File: src/rtl/serial_pattern_gen.sv
// serial_pattern_gen: MSB-first serial word transmitter with load/ready handshake and repeat count.
// Optional feature macro: SERIAL_PATTERN_GEN_PARITY_EN appends an even-parity bit after each word copy.
// Ports: clk; clr (sync active-low reset); data_in/reps captured when load && ready;
//        ready (idle), out (registered serial line), busy (transmitting), done (one-cycle end pulse).
module serial_pattern_gen #(
    parameter int   WIDTH    = 8,
    parameter int   REP_W    = 4,
    parameter logic IDLE_LVL = 1'b0
) (
    input  logic             clk,
    input  logic             clr,
    input  logic [WIDTH-1:0] data_in,
    input  logic [REP_W-1:0] reps,
    input  logic             load,
    output logic             ready,
    output logic             out,
    output logic             busy,
    output logic             done
);
    localparam int IW = (WIDTH > 1) ? $clog2(WIDTH) : 1;
    localparam logic [IW-1:0] LAST = IW'(WIDTH - 1);
    localparam logic [1:0] S_IDLE  = 2'd0;
    localparam logic [1:0] S_SHIFT = 2'd1;
    localparam logic [1:0] S_DONE  = 2'd3;
`ifdef SERIAL_PATTERN_GEN_PARITY_EN
    localparam logic [1:0] S_PARITY = 2'd2;
`endif
    logic [1:0]       state;
    logic [WIDTH-1:0] word;
    logic [IW-1:0]    idx;
    logic [REP_W-1:0] rep_cnt;
    assign ready = state == S_IDLE;
    assign done  = state == S_DONE;
`ifdef SERIAL_PATTERN_GEN_PARITY_EN
    assign busy  = (state == S_SHIFT) || (state == S_PARITY) || (state == S_DONE);
`else
    assign busy  = (state == S_SHIFT) || (state == S_DONE);
`endif
    // out is registered: each transition loads the bit the next state presents
    always_ff @(posedge clk) begin
        if (!clr) begin
            state   <= S_IDLE;
            word    <= '0;
            idx     <= '0;
            rep_cnt <= '0;
            out     <= IDLE_LVL;
        end else begin
            case (state)
                S_IDLE: if (load) begin
                    word    <= data_in;
                    rep_cnt <= reps;
                    idx     <= LAST;
                    out     <= data_in[WIDTH-1];
                    state   <= S_SHIFT;
                end
                S_SHIFT: if (idx != '0) begin
                    idx <= idx - IW'(1);
                    out <= word[idx - IW'(1)];
                end
`ifdef SERIAL_PATTERN_GEN_PARITY_EN
                else begin
                    out   <= ^word;
                    state <= S_PARITY;
                end
                S_PARITY: begin
`else
                else begin
`endif
                    // end of a word copy: repeat without a gap bit, or finish
                    if (rep_cnt != '0) begin
                        rep_cnt <= rep_cnt - REP_W'(1);
                        idx     <= LAST;
                        out     <= word[WIDTH-1];
                        state   <= S_SHIFT;
                    end else begin
                        out   <= IDLE_LVL;
                        state <= S_DONE;
                    end
                end
                S_DONE: begin
                    out   <= IDLE_LVL;
                    state <= S_IDLE;
                end
                default: begin
                    out   <= IDLE_LVL;
                    state <= S_IDLE;
                end
            endcase
        end
    end
endmodule

File: config.mk
export PLATFORM = sky130hd
export DESIGN_NAME = serial_pattern_gen
export DESIGN_NICKNAME = d
export VERILOG_FILES = /design/src/rtl/serial_pattern_gen.sv
export SDC_FILE = /design/constraint.sdc
export NUM_CORES = 1
export LEC_CHECK = 0
export ABC_AREA = 1
export CAP_MARGIN = 5
export CORE_MARGIN = 4
export CORE_UTILIZATION = 49
export DETAILED_ROUTE_END_ITERATION = 10
export MAX_ROUTING_LAYER = met4
export PLACE_DENSITY = 0.78
export SYNTH_ARGS = -nofsm -noshare
export SYNTH_HDL_FRONTEND = slang
export SYNTH_SLANG_ARGS = --single-unit
File: constraint.sdc
create_clock -name clk -period 1.91 [get_ports clk]
set_input_delay 0.573 -clock clk [delete_from_list [all_inputs] [get_ports clk]]
set_output_delay 0.573 -clock clk [all_outputs]
set_load 0.03 [all_outputs]
Word level (Yosys, flattened, before mapping)
Index checks and enable logic that the tools add are counted. Widths: inputs -> output; s select.

$add $sub $neg: 2. Order comparisons: 1. Equal/unequal tests: 6. Mux-type cells: 18. Reduce and logical (&&, ||, !) cells: 9.

Operator list (count): $mux 4 (3); $mux 3 (3); $pmux 4 s2 (1); $mux 2 (3); $pmux 3 s2 (1); $lt 3x4->1 const B (1); $mux 1 (4); $ne 2x2->1 const B (2); $pmux 2 s2 (1); $reduce_and 2->1 (2); $reduce_and 4->1 (1); $reduce_bool 4->1 (1); $sub 4x1->4 const B (1); $bmux 1 s3 (1); $ne 3x1->1 const B (1); $reduce_and 3->1 (1); $reduce_bool 3->1 (1); $sub 3x1->3 const B (1); $eq 2x1->1 const B (1); $eq 2x2->1 const B (1); $logic_not 2->1 (1); $ne 2x1->1 const B (1); $pmux 1 s2 (1); $reduce_bool 2->1 (1); $logic_or 1x1->1 (1).

Register bits: 18. Input port bits: 15. Word-level logic and storage cells: 41.

Logic depth before layout (Yosys ltp)
Depth after elaboration: 5. Gate-level depth with buffers: 9. Mapped depth without buffers: 9.

Least setup slack after synthesis
Ideal clock, no wire load.

Kind: register to register. From: register idx[0]. To: register out. Data arrival time: 1.251 ns. Setup slack: 0.589 ns. Cell stages (with the launch flop): 10. Buffers on the path: 0. Clock period less this slack: 1.321 ns. Cell sequence: dfxtp_1 -> inv_1 -> ha_1 -> inv_1 -> nand3_1 -> nand3_1 -> nand2_1 -> nand2_1 -> nand2_1 -> a21oi_1.

Cells in the longest elaborated chain, start to end: 5. Elaborated cells between the ends (all ways): 6.

Ends and longest elaborated chain: from (decl) (line 30) `logic [IW-1:0] idx;`; from (signal assigned) (line 57) `idx <= idx - IW'(1);`; $sub 3x1->3 (line 58) `out <= word[idx - IW'(1)];`; $bmux 1 s3 (line 58); $mux 1 (implied by the code) (line 58); $mux 1 (*) (line 56) `S_SHIFT: if (idx != '0) begin`; $pmux 1 s2 (*) (line 48) `case (state)`; to (signal assigned) (line 53) `out <= data_in[WIDTH-1];`; to (signal assigned) (line 58); to (signal assigned) (line 73) `out <= word[WIDTH-1];`; to (decl) (line 16) `output logic out,`.

Every way passes the cells marked *; elsewhere a longest branch is shown, timed or not. The select of a mux whose other input is x is not followed. A chain may end at the register's enable or synchronous reset.

Final worst setup path
From: register state[0]. To: output port done.

Cells in the longest elaborated chain, start to end: 1.

Ends and longest elaborated chain: from (decl) (line 28) `logic [1:0] state;`; from (signal assigned) (line 42) `state <= S_IDLE;`; from (signal assigned) (line 54) `state <= S_SHIFT;`; from (signal assigned) (line 74) `state <= S_SHIFT;`; $eq 2x2->1 (line 33) `assign done = state == S_DONE;`; to (decl) (line 18) `output logic done`.

No other way between the ends.

==> flow_summary.json <==
{
  "run_status": "completed",
  "numPlacedInstances": 176,
  "synthesis.area_um2": 960.9,
  "drt_first_iter_violations": 13,
  "power_density_nw_per_um2": 850.1,
  "ctsHoldBuffers": 0,
  "numCtsBuffers": 3,
  "critical_path_capture_point_type": "output pin",
  "gr-total-overflow": 0,
  "cts.htree.levels": 1,
  "tritoncts": "yes",
  "synth_top_flop_cell": "dfxtp_1",
  "floorplan.die_area_um2": 2734,
  "synthArstFlopShare_pct": 0,
  "clock_skew_ps": 1.727,
  "ys_seq_elements": 18,
  "peakVddDrop_mv": 0.5657,
  "grt_start_max_net_pins": 17,
  "final_layout_size_suffix_gt1_share_pct": 10.39,
  "dr_total_vias": 922,
  "finalCritPeriodShare_pct": 93.89,
  "final_util_pct": 66.25,
  "routed_wl_um": 2023,
  "max_clock_freq_mhz": 557.7,
  "finalWorstSetupSlack_ps": 116.8,
  "clock_root_cell": "clkbuf_4",
  "clock_tree.buffer_depth": 2,
  "chipWidth_um": 52.29,
  "hpwl_um": 1572,
  "yosys_warnings": 0,
  "synth_top_area_share_pct": 37.50,
  "routabilityCongestion": 0.7970,
  "path_max_fanout": 4,
  "criticalPathCategory": "flop to output pin",
  "synth_edf_count": 0,
  "pre_antenna_drt_iters": 4,
  "synth-seq-area-share_pct": 37.50,
  "post-route-drc-count": 0,
  "postCtsSetupRepairBufs": 0,
  "synthesis.nets": 153,
  "path_buf_inv": 2,
  "number_of_hold_violations_in_the_final_report": 0,
  "fin_setup_tns_ps": 0,
  "design.core.area_um2": 1783,
  "placement_rows": 15,
  "mostFrequentLayoutCell": "nand2_1",
  "power_leakage_nw": 0.5568,
  "cpMaxStageDelayCell": "dfxtp_1",
  "grt_first_pass_wirelength_um": 3477,
  "route.detailed.wl_per_inst_um": 11.30,
  "final_setup_violations": 0,
  "floorplan.initialDensity_pct": 53.89,
  "crit_chain": "nand2_1 > inv_1 > dlygate4sd2_1",
  "post-layout-total-power_mw": 1.004,
  "area_delta_synth_final_pct": 22.92,
  "number_of_antenna_violations_at_the_first_check_in_global_routing": 0,
  "die_height_um": 52.29,
  "critical_path.startpoint_type": "flop",
  "post_dp_cell_area_um2": 1164,
  "clkSlewWorstSetupHoldPaths_ps": 100,
  "global_route.usage.total_pct": 17.38,
  "final_antenna_net_count": 0,
  "synth_top_area_cell": "dfxtp_1",
  "final-instance-count-excl-fill": 179,
  "arrival_ps": 1220,
  "slew_headroom_pct": 78.77,
  "most-common-layout-cells": "25 x nand2_1, 22 x inv_1, 18 x dfxtp_1",
  "cts.sinks": 18,
  "ios": 19,
  "fin_area_um2": 1181,
  "max_incr_delay_on_cp_ps": 430,
  "cap_violations": 0,
  "ys_top_cells_by_area": "dfxtp_1 38%, nand2_1 9.8%, inv_1 8.6%, o21ai_0 7.8%, a21oi_1 7.3%",
  "numPortBuffers": 18,
  "timing_worst_slew_pin_value_ps": 317.9,
  "timing.final.max_slew_violations": 0,
  "rsz0062_at_grt": "no",
  "cpLargestDelayFamily": "flip-flops",
  "pre_cts_slack_ps": 61.47,
  "period_minus_slack_ps": 1793,
  "worst_skew_pair.late_latency_ps": 290,
  "nNetsFinal": 174,
  "detail_route.vias_per_cell": 5.151,
  "post_synth_inst_count": 135,
  "antenna-diode-count": 0,
  "netlist-cell-type-count": 24,
  "timing.hold.ws_ps": 456.3,
  "required_ps": 1340,
  "kind_of_path_behind_the_tightest_hold_check": "flop to flop",
  "grt_pass1_vias": 852,
  "post_synth.cell_area_avg_um2": 7.118
}
## power by group
group / internal, mW / switching [mW]
clock network: 0.0735 / 0.115
logic: 0.144 / 0.223
registers: 0.422 / 0.0258
## path summary, 6_finish.rpt
path	slack, ps	start	end	cells past startpoint
max reg2reg	400	idx[0]	out	9
max	120	state[0]	done	3
min reg2reg	460	word[5]	word[5]	2
min	460	word[5]	word[5]	2
## layout make-up
class | count | area, um2
Fill cell | 165 | 601.8
Multi-Input combinational cell | 88 | 485.5
Sequential cell | 18 | 360.3
Timing Repair Buffer | 19 | 182.7
Inverter | 26 | 98.84
Tap cell | 25 | 31.28
Clock buffer | 3 | 22.52
## tightest hold or removal path, delay by kind of cell, from the launching register on
family,cells,cell delay (ps)
AOI/OAI and AO/OA,1,50
DFF,1,310
buffers and inverters,1,60
## synthesized netlist by cell type (2+ instances only)
master,n
nand2_1,25
inv_1,22
dfxtp_1,18
o21ai_0,15
a21oi_1,14
nand3_1,8
nor2_1,7
ha_1,3
inv_2,3
nand2_4,3
a211oi_1,2
nand4_1,2
o31ai_1,2
## cells by family after synthesis
logic type | synth area share [%]
compound gates | 19.01
xor+xnor | 1.823
fa+ha+maj | 3.907
buf+inv | 11.98
flops | 37.50
simple gates | 25.78
## sequential cells by signal (all words and copies together) (netlist names)
| name | cells |
|---|---|
| out | 1 |
| idx | 3 |
| state | 2 |
| rep_cnt | 4 |
| word | 8 |
## metal layers
metal | GRT usage, % | vias to the layer above | share of wire, %
li1 | - | 470 | -
met3 | 2.849 | 5 | 5.6
met5 | - | - | 0
met2 | 29.96 | 26 | 48
met4 | 8.511 | 0 | 1.9
met1 | 19.27 | 421 | 44
## repair_timing
item | in CTS | in global routing
setup endpoints to repair | 3 | 2
hold endpoints to repair | 0 | 0
gates cloned | 0 | 0
gates resized for setup | 3 | 3
(Power assumes the default switching activity.)
